[config.mk]
export PLATFORM = sky130hd
export DESIGN_NAME = ptr_sync_gen
export DESIGN_NICKNAME = d
export VERILOG_FILES = /design/src/rtl/ptr_sync_gen.sv
export SDC_FILE = /design/constraint.sdc
export NUM_CORES = 1
export LEC_CHECK = 0
export ABC_CLOCK_PERIOD_IN_PS = 2680
export CORE_MARGIN = 2
export CORE_UTILIZATION = 44
export DETAILED_ROUTE_END_ITERATION = 8
export GPL_TIMING_DRIVEN = 0
export PLACE_DENSITY = 0.84
export SLEW_MARGIN = 20
export SYNTH_ARGS = -nofsm -noshare
export SYNTH_HDL_FRONTEND = slang
export SYNTH_SLANG_ARGS = --single-unit
[constraint.sdc]
create_clock -name clk -period 2.68 [get_ports clk]
set_clock_uncertainty 0.1 [all_clocks]
set_input_delay 0.268 -clock clk [delete_from_list [all_inputs] [get_ports clk]]
set_output_delay 0.268 -clock clk [all_outputs]
set_load 0.005 [all_outputs]
[src/rtl/ptr_sync_gen.sv]
// ptr_sync_gen: gray-code pointer synchroniser with binary decode, advance delta and change pulse.
// Define GRAY_CHECK_EN to build the sticky multi-bit gray transition checker.
module ptr_sync_gen #(
    parameter int SIZE   = 4,
    parameter int STAGES = 2
) (
    input  logic            clk,
    input  logic            rst,
    input  logic [SIZE-1:0] bin_ptr_in,
    input  logic            err_clr,
    output logic [SIZE-1:0] sync_gray_ptr_out,
    output logic [SIZE-1:0] sync_bin_ptr_out,
    output logic [SIZE-1:0] ptr_delta,
    output logic            ptr_changed,
    output logic            err_multi_bit
);
    logic [SIZE-1:0] gray_q;
    logic [SIZE-1:0] s [1:STAGES];
    logic [SIZE-1:0] dec;

    assign sync_gray_ptr_out = s[STAGES];

    // Each binary bit is the parity of the gray bits at and above it.
    always_comb begin
        dec = '0;
        for (int i = 0; i < SIZE; i++) dec[i] = ^(sync_gray_ptr_out >> i);
    end

    always_ff @(posedge clk) begin
        if (rst) begin
            gray_q <= '0;
            for (int k = 1; k <= STAGES; k++) s[k] <= '0;
            sync_bin_ptr_out <= '0;
            ptr_delta <= '0;
            ptr_changed <= 1'b0;
        end else begin
            gray_q <= bin_ptr_in ^ (bin_ptr_in >> 1);
            s[1] <= gray_q;
            for (int k = 2; k <= STAGES; k++) s[k] <= s[k-1];
            sync_bin_ptr_out <= dec;
            ptr_delta <= dec - sync_bin_ptr_out;
            ptr_changed <= dec != sync_bin_ptr_out;
        end
    end

`ifdef GRAY_CHECK_EN
    logic [SIZE-1:0] prev_gray;
    logic            multi;

    assign multi = $countones(sync_gray_ptr_out ^ prev_gray) > 1;

    // A new violation outranks a clear arriving on the same edge.
    always_ff @(posedge clk) begin
        if (rst) begin
            prev_gray <= '0;
            err_multi_bit <= 1'b0;
        end else begin
            prev_gray <= sync_gray_ptr_out;
            err_multi_bit <= multi | (err_multi_bit & ~err_clr);
        end
    end
`else
    logic unused_err_clr;
    assign unused_err_clr = err_clr;
    assign err_multi_bit = 1'b0;
`endif
endmodule
Yosys cells after proc, flatten, opt, wreduce, memory -nomap -nowiden:

Memory sizes are Yosys's and may differ from the RTL's.
Index checks and enable logic that the tools add are counted.

* register bits: 13
* RAM bits: 8
* output and inout bits: 14
* memories kept: 1

* add/sub/neg operators: 1
* eq/ne operators: 1
* muxes and demuxes: 5
* bitwise logic cells: 3
* reductions and logical operators: 4

Memories
* s: depth 2, bits a word 4, read ports 2, clocked after Yosys merged registers in 0, wr ports 2, line 18 `logic [SIZE-1:0] s [1:STAGES];`

Operator list (count)
* 4-bit XOR reduction: 4
* 4-bit two-way mux: 2
* 4-bit != test: 1
* 4-bit subtractor: 1
* 4-bit by 3-bit bitwise XOR with 4-bit output: 1
* 1-bit two-way mux: 3
* 1-bit bitwise OR: 2

Depth between registers and ports, before layout:

Gate-level depths: netlist (run 1).

* word-level depth: 3
* depth in mapped cells: 7
* gate-level depth less buffers: 7

Least setup slack after synthesis (run 1):

OpenSTA, ideal clock, no wires.

* kind: register -> register
* start point: memory s[2][3]
* end point: register ptr_delta[2]
* setup time: 128 ps
* arrival: 1809 ps
* required time: 2452 ps
* slack: 642 ps
* stages on the path, launching flop included: 8
* path buffers: 0
* period minus slack after synthesis: 2038 ps
* cell sequence: dfxtp_1 -> xnor3_1 -> xor2_1 -> ha_1 -> inv_1 -> fa_1 -> xnor2_1 -> nor2_1

RTL lines
* start: declaration: line 18
* end signal: assignment: line 41 `ptr_delta <= dec - sync_bin_ptr_out;`
* end: declaration: line 13 `output logic [SIZE-1:0] ptr_delta,`

==> results of run 1 <==
## cell families after synthesis
logic type / Yosys count
compound gates: 3
xor+xnor: 8
fa+ha+maj: 4
buf+inv: 9
flops: 21
other cells: 1
simple gates: 22
## power by group
group          total [mW]  internal [mW]  switching [mW]  leakage [nW]
Clock               0.142         0.0578          0.0841        0.0150
Sequential          0.341          0.334         0.00654         0.173
Combinational      0.0954         0.0577          0.0377         0.211
Total               0.578          0.450           0.128         0.399
## synth_stat cells
cell type and instances:
conb_1 1, nor2b_1 11, inv_1 5, nand3b_1 1
dfxtp_1 21, a41oi_1 1, nand2_1 1, ha_1 3
fa_1 1, nand4b_1 1, xnor2_1 6, nor2_1 7
clkbuf_1 1, buf_4 2, xnor3_1 1, a21oi_1 1
buf_1 1, a211o_1 1, xor2_1 1, nor2_2 1
## worst min path at each step
stage / from / to / slack [ps] / cells after the start
global route: s[1][1] / s[2][1] / 360 / 1
CTS: gray_q[3] / s[1][3] / 350 / 1
finish: gray_q[3] / s[1][3] / 350 / 1
global placement: gray_q[2] / s[1][2] / 320 / 1
detailed placement: gray_q[3] / s[1][3] / 330 / 1
floorplan: rst / s[2][3] / 240 / 1
## worst max-delay path: stages (launching register included)
cell	delay, ps
dfxtp_1	420
xnor3_1	490
xor2_1	230
ha_1	200
inv_1	50
fa_1	380
xnor2_1	150
nor2_1	50
## through the flow
step / power, mW / instances / hold slack (ps) / utilization [%]
6_report: 0.578 / 106 / 347 / 62.7
5_1_grt: 0.612 / 106 / 360 / 62.7
4_1_cts: 0.585 / 106 / 351 / 62.7
3_5_place_dp: 0.445 / 102 / 325 / 61.0
3_3_place_gp: 0.440 / 102 / 316 / 61.0
2_1_floorplan: 0.397 / 68 / 240 / -
## layer usage
layer  vias to the layer above  track usage, %
met5                         -               0
met4                         0            8.82
met3                         4            3.60
met2                        15            20.9
met1                       225            13.2
li1                        251               -
## layout make-up
cell class / instances / area, um2 / area share [%]
repair buffers: 18 / 180 / 18.4
multi-input cells: 38 / 289 / 29.6
clock buffers: 4 / 26.3 / 2.69
flip-flops and latches: 21 / 420 / 43.0
well taps: 16 / 20.0 / 2.05
inverters: 5 / 18.8 / 1.92
plain buffers: 4 / 22.5 / 2.30
## state kept, by name, summed over array words and instances, names as in the netlist
register and flops:
s 8, gray_q 4, ptr_delta 4, sync_bin_ptr_out 4
ptr_changed 1
## layout by cell type (no fill, tap or decap)
cell type | Yosys | final
clkdlybuf4s50_1 | 0 | 18
fa_1 | 1 | 1
clkbuf_4 | 0 | 3
nand2_1 | 1 | 1
nor2_2 | 1 | 1
a21oi_1 | 1 | 1
xnor3_1 | 1 | 1
buf_4 | 2 | 2
conb_1 | 1 | 1
nand4b_1 | 1 | 1
xor2_1 | 1 | 1
dfxtp_1 | 21 | 21
a211o_1 | 1 | 1
clkbuf_1 | 1 | 2
nand3b_1 | 1 | 1
nor2_1 | 7 | 7
inv_1 | 5 | 5
nor2b_1 | 11 | 11
xnor2_1 | 6 | 6
buf_1 | 1 | 1
ha_1 | 3 | 3
a41oi_1 | 1 | 1
==> run metrics, run 1 <==
CP Launch Point=s[2][3]; Rows=14; fin crit share=between 80% and 90%; Skew-Pair Late Insertion Delay=slightly below 300 ps; largest net degree at the start of global routing=12; post-synthesis cell area=between 700 and 800 um2; hold_buf cts=0; reg2reg setup slack=~500 ps; vias per cell=around 4.7; CTS tree=done; gp weighted congestion=slightly above 0.8; Reg2Reg Depth=7; WP data required=2760 ps; layout cells sized above 1=under 10%; Die Height=45.3 um; Power Density=around 600 nW/um2; Worst Hold Class=flip-flop to flip-flop; post-synthesis mux area share=0%; Synth Area in Compound Gates=3.00%; final WL=1.03 mm; setup ws final=approximately 490 ps; worst r2r src=s[2][3]; Post-Place Setup Slack=approximately 480 ps; met3 WL=slightly above 40 um; highest routed layer=met4; Root Buffer=clkbuf_4; synth top area cells=dfxtp_1, nor2b_1, xnor2_1; Buffers on Ports=18; Post-DRT Antenna Nets=0; Initial Util=about 48%; TritonCTS Buffers=3; Final Setup Violations=0; vias in the first global route=~430; yosys warns=0; Slew Limit Fails=0; placed cell area=951 um2; Synth Area in Adders=7.67%; WL/cell=approximately 9.7 um; Die W=about 45 um; antenna violations before repair=0; DIE AREA=around 2100 um2; HPWL Detailed=slightly above 800 um; worst-path fanout max=5; Worst setup SP type=flip-flop; M1 wire length=approximately 470 um; Peak VDD IR=about 0.00036 V; Seq/Total Area, Yosys=between 50% and 60%; Yosys top cell by area=dfxtp_1; Cells after Synth=between 60 and 70; setup TNS=0 ps; syn avg cell area=11.0 um2; Antenna Cells=0; RSZ-0062 raised after global routing=false; Yosys top cell area share=a little under three fifths; TritonCTS Sinks=21; Pre-antenna DRT Iters=1; Clk pin slew, worst setup/hold paths=roughly 100 ps; initial detailed-routing violation count=0; Period minus WS final=2190 ps; Final nets=between 100 and 150; post_cts resized=0; status=complete, no violations; Final Cell Area=between 900 and 1000 um2; core area=about 1600 um2; largest family of logic cells by synthesized area=simple AND/OR/NAND/NOR gates; kind of critical path=flip-flop to flip-flop; Filler Cell Count=135; Cell variety after synth=20; CP endpoint kind=flip-flop; flops & latches, synth=21; Post-Synth Simple-Gate Area=around 16%; post-synthesis xor/xnor area fraction=11.2%; Clock Path Buffers=2; Post-CTS Setup Inserts=0; hold violation total from the final report=0; Leak=roughly 0.4 nW; synthesis-to-layout area growth=30.2%; r2r endpoint=ptr_delta[2]; Detail Route met2 WL=487 um; htree depth=1; first-pass GRT wire length=around 1.7 mm; Worst Path Arrival=around 2300 ps; Net Count, Synth=between 70 and 80; via count=495; highest clock rate=approximately 460 MHz; total track usage=12.4%; crit path capture=ptr_delta[2]; DRC violation count after routing=0; max-cap violations=0; GRT Residual Overflow=0; num ports=21
Power figures use the tool's default switching activity.
==> inputs of run 2 (changes only) <==
Settings changed: ABC_CLOCK_PERIOD_IN_PS 2680 to 1800, CORE_UTILIZATION 44 to 40, PLACE_DENSITY 0.84 to 0.81.
Clock period 2.68 ns to 1.8 ns, I/O delays scaled along.
==> run metrics, run 2 (synthesis gave the netlist of run 1 again) <==
first-pass GRT wire length=2.08 mm (+20%); TritonCTS Buffers=3 (unchanged); worst r2r src=s[2][3]; biggest cell delay along the critical path=510 ps (+20 ps); Skew-Pair Late Insertion Delay=300 ps (about the same); Post-Place Setup Slack=-290 ps (-769 ps); Final Cell Area=1060 um2 (+8.6%); Die Height=47.3 um (+4.4%); max-cap violations=0 (unchanged); Worst Path Arrival=2160 ps (-100 ps); max reg flops=8 (unchanged); hold violation total from the final report=0 (unchanged); Final Setup Violations=3 (+3); htree depth=1 (unchanged); RSZ-0062 raised after global routing=true; largest net degree at the start of global routing=13 (+1); Leak=0.433 nW (+8.7%); GRT Residual Overflow=0 (unchanged); Worst setup SP type=flip-flop; most frequent cells in the layout=dfxtp_1, clkdlybuf4s50_1, nor2b_1, nor2_1, buf_4; highest clock rate=497 MHz (+8.8%); Int Pwr=0.687 mW (+53%); Die W=47.3 um (+4.4%); status=complete, but fails checks; Final nets=107 (+4.9%); WL/cell=10.2 um (+5.5%); Pre-antenna DRT Iters=4 (+3); Antenna Cells=0 (unchanged); Slew Limit Fails=0 (unchanged); synthesis-to-layout area growth=41.3%; fin crit share=112% (+30 points); total track usage=13.8% (+1.4 points); failing checks=negative setup slack; Reg power frac=56.2% (-2.7 points); Worst Hold Class=flip-flop to flip-flop; Hold Path End=s[2][3]; Filler Cell Count=140 (+3.7%); Period minus WS final=2010 ps (-176 ps); final WL=1.23 mm (+19%); Buffers on Ports=18 (unchanged); Root Buffer=clkbuf_4; antenna violations before repair=0 (unchanged); worst path cell trace=xnor3_2, xor2_2, ha_2, inv_2, fa_2, nor2b_4; Clock Path Buffers=2 (unchanged); clock power share=24.6% (about the same); Power Density=849 nW/um2 (+43%); sw power=0.213 mW (+66%); via count=526 (+6.3%); layout cells sized above 1=22.1% (+15 points); Hold Startpoint=s[1][3]; Peak VDD IR=0.000510 V (+40%); WP data required=1940 ps (-820 ps); Initial Util=43.0% (-5.1 points); largest register by flop count=s; CTS tree=done; gp weighted congestion=0.856 (+5.5%); Clk pin slew, worst setup/hold paths=120 ps (+20 ps); setup ws final=-211 ps (-704 ps); DRC violation count after routing=0 (unchanged); DIE AREA=2240 um2 (+9.1%); setup TNS=-403 ps (-403 ps); Critical-path top delay cell=fa_2; r2r endpoint=ptr_delta[1]; placed cell area=968 um2 (+1.8%); commonest non-fill, non-tap cell in the layout=dfxtp_1; vias per cell=4.38 (-6.1%); CP endpoint kind=flip-flop; num ports=21 (unchanged); initial detailed-routing violation count=3 (+3); TritonCTS Sinks=21 (unchanged); core area=1750 um2 (+12%); HPWL Detailed=854 um (+3.0%); Reg2Reg Depth=6 (-1); vias in the first global route=522 (+23%); sw frac=23.7% (+1.4 points); Post-DRT Antenna Nets=0 (unchanged); kind of critical path=flip-flop to flip-flop; worst-path fanout max=2 (-3); Comb power frac=19.2% (+2.7 points); reg2reg setup slack=-210 ps (-700 ps); hold_buf cts=0 (unchanged); Hold Crit Depth=1 (unchanged); Rows=15 (+1)
-- run 2: worst max-delay path by stage --
stage	from	to	depth (start not counted)
after global routing	s[2][3]	ptr_delta[1]	6
after global placement	s[2][2]	ptr_delta[1]	6
after floorplan	s[2][2]	ptr_delta[1]	6
after detailed placement	s[2][2]	ptr_delta[1]	6
final	s[2][3]	ptr_delta[1]	6
after CTS	s[2][3]	ptr_delta[1]	6
-- run 2: final cells by class --
type                       instances  area [um2]  area share [%]
sequential                        21         425            40.1
timing repair buffer              23         218            20.5
clock inverter                     1        5.00           0.472
buffer                             4        22.5            2.12
clock buffer                       3        22.5            2.12
inverter                           5        18.8            1.77
multi-input combinational         38         318            30.0
tap                               25        31.3            2.95
-- run 2: critical path: cells and delay by family, from the launching register on --
kind	cells	cell delay (ps)
fa+ha+maj	2	720
xor+xnor	2	620
flops	1	360
buf+inv	1	40
simple gates	1	120
-- run 2: routing by layer --
layer / global-route usage (%) / routed length (um)
met1: 15.3 / 522
met4: 8.89 / 21
met5: 0 / 0
met2: 22.7 / 600
met3: 4.23 / 84
-- run 2: what timing repair did --
action	CTS	global route
pin swaps	4	0
setup endpoints to repair	4	3
buffers inserted	4	1
gates resized for setup	4	2
-- run 2: metrics by stage --
step	power, mW	hold WS (ps)	util [%]	instances
3_5_place_dp	0.663	325	55.5	111
4_1_cts	0.893	349	59.5	119
5_1_grt	0.950	361	60.8	120
3_3_place_gp	0.657	319	55.5	111
2_1_floorplan	0.593	152	-	68
6_report	0.900	348	60.8	120
-- run 2: power by group through the flow --
stage | logic [mW] | registers, mW | clock network [mW]
2_1_floorplan | 0.0729 | 0.521 | 0
3_3_place_gp | 0.140 | 0.517 | 0
3_5_place_dp | 0.144 | 0.519 | 0
4_1_cts | 0.158 | 0.507 | 0.228
5_1_grt | 0.191 | 0.510 | 0.249
6_report | 0.173 | 0.506 | 0.221
==> inputs of run 3 (changes only) <==
Settings changed: MAX_ROUTING_LAYER set to met4.
==> run metrics, run 3 (synthesis gave the netlist of run 1 again) <==
Pre-antenna DRT Iters=4 (unchanged); antenna violations before repair=0 (unchanged); Die W=47.3 um (unchanged); fin crit share=112% (about the same); via count=526 (unchanged); htree depth=1 (unchanged); Worst Path Arrival=2160 ps (about the same); hold violation total from the final report=0 (unchanged); Die Height=47.3 um (unchanged); CTS tree=done; core area=1750 um2 (unchanged); layout cells sized above 1=22.1% (unchanged); worst r2r src=s[2][3]; vias in the first global route=521 (-0.19%); Hold Startpoint=s[1][3]; Post-DRT Antenna Nets=0 (unchanged); vias per cell=4.38 (unchanged); DIE AREA=2240 um2 (unchanged); Hold Path End=s[2][3]; Peak VDD IR=0.000510 V (about the same); TritonCTS Buffers=3 (unchanged); Power Density=848 nW/um2 (about the same); Rows=15 (unchanged); r2r endpoint=ptr_delta[1]; Root Buffer=clkbuf_4; status=complete, but fails checks; largest register by flop count=s; highest clock rate=497 MHz (about the same); DRC violation count after routing=0 (unchanged); max reg flops=8 (unchanged); Hold Crit Depth=1 (unchanged); placed cell area=968 um2 (unchanged); commonest non-fill, non-tap cell in the layout=dfxtp_1; setup ws final=-211 ps (+0.0220 ps); final WL=1.22 mm (-0.33%); Final nets=107 (unchanged); Reg2Reg Depth=6 (unchanged); WL/cell=10.2 um (-0.33%); WP data required=1940 ps (about the same); reg2reg setup slack=-210 ps (about the same); Worst setup SP type=flip-flop; setup TNS=-403 ps (+0.0650 ps); max-cap violations=0 (unchanged); gp weighted congestion=0.870 (+1.6%); Worst Hold Class=flip-flop to flip-flop; Final Setup Violations=3 (unchanged); Hold WS=348 ps (-0.00500 ps); Buffers on Ports=18 (unchanged); kind of critical path=flip-flop to flip-flop; Slew Limit Fails=0 (unchanged); first-pass GRT wire length=2.08 mm (unchanged); HPWL Detailed=854 um (unchanged); TritonCTS Sinks=21 (unchanged); GRT Residual Overflow=0 (unchanged); CP endpoint kind=flip-flop; hold_buf cts=0 (unchanged); RSZ-0062 raised after global routing=true; worst-path fanout max=2 (unchanged); Period minus WS final=2010 ps (-0.0220 ps); Final Cell Area=1060 um2 (unchanged); Skew-Pair Late Insertion Delay=300 ps (about the same); largest net degree at the start of global routing=13 (unchanged); num ports=21 (unchanged); Initial Util=43.0% (unchanged); Clock Path Buffers=2 (unchanged); Antenna Cells=0 (unchanged); final design utilization=60.8% (unchanged); most frequent cells in the layout=dfxtp_1, clkdlybuf4s50_1, nor2b_1, nor2_1, buf_4; total track usage=14.2% (+0.45 points); initial detailed-routing violation count=3 (unchanged); Leak=0.433 nW (unchanged); synthesis-to-layout area growth=41.3% (unchanged); Clk pin slew, worst setup/hold paths=120 ps (about the same); failing checks=negative setup slack
## run 3: cell counts in the layout (fill, tap and decap cells not counted)
No cell type changed its count.
## run 3: cell type report
class,instances,area [um2]
plain buffers,4,22.5
clock buffers,3,22.5
clock inverters,1,5.00
fillers,140,684
inverters,5,18.8
multi-input cells,38,318
flip-flops and latches,21,425
well taps,25,31.3
repair buffers,23,218
## run 3: worst max path at each step
stage,start,end,slack [ps],cells past startpoint
finish,s[2][3],ptr_delta[1],-210,6
global route,s[2][3],ptr_delta[1],-280,6
CTS,s[2][3],ptr_delta[1],-170,6
detailed placement,s[2][2],ptr_delta[1],-290,6
global placement,s[2][2],ptr_delta[1],-270,6
floorplan,s[2][2],ptr_delta[1],-200,6
## run 3: repair_timing
| item | CTS | global route |
|---|---|---|
| pin swaps | 4 | 0 |
| gates resized for setup | 4 | 2 |
| buffers inserted | 4 | 1 |
| endpoints found under the setup margin | 4 | 3 |
## run 3: report_power, final
part	switching (mW)	internal, mW
Clock	0.138	0.0828
Combinational	0.0648	0.108
Sequential	0.00994	0.496
Total	0.213	0.687
## run 3: metal layers
layer / share of wire (%) / track usage, % / wire length [um] / up-vias
li1: - / - / - / 262
met1: 43 / 15.3 / 522 / 241
met2: 49 / 22.7 / 600 / 19
met3: 6.5 / 4.23 / 80 / 4
met4: 1.7 / 8.89 / 21 / 0
met5: 0 / - / 0 / -
## run 3: stage by stage
step	setup WS, ps	power (mW)	cells
final	-211	0.900	120
after global routing	-279	0.950	120
after detailed placement	-290	0.663	111
after global placement	-274	0.657	111
after CTS	-168	0.893	119
after floorplan	-204	0.593	68
## run 3: worst max-delay path, cell delays in order (launching register included)
cell and delay, ps:
dfxtp_4 360, xnor3_2 450, xor2_2 170, ha_2 210, inv_2 40, fa_2 510, nor2b_4 120
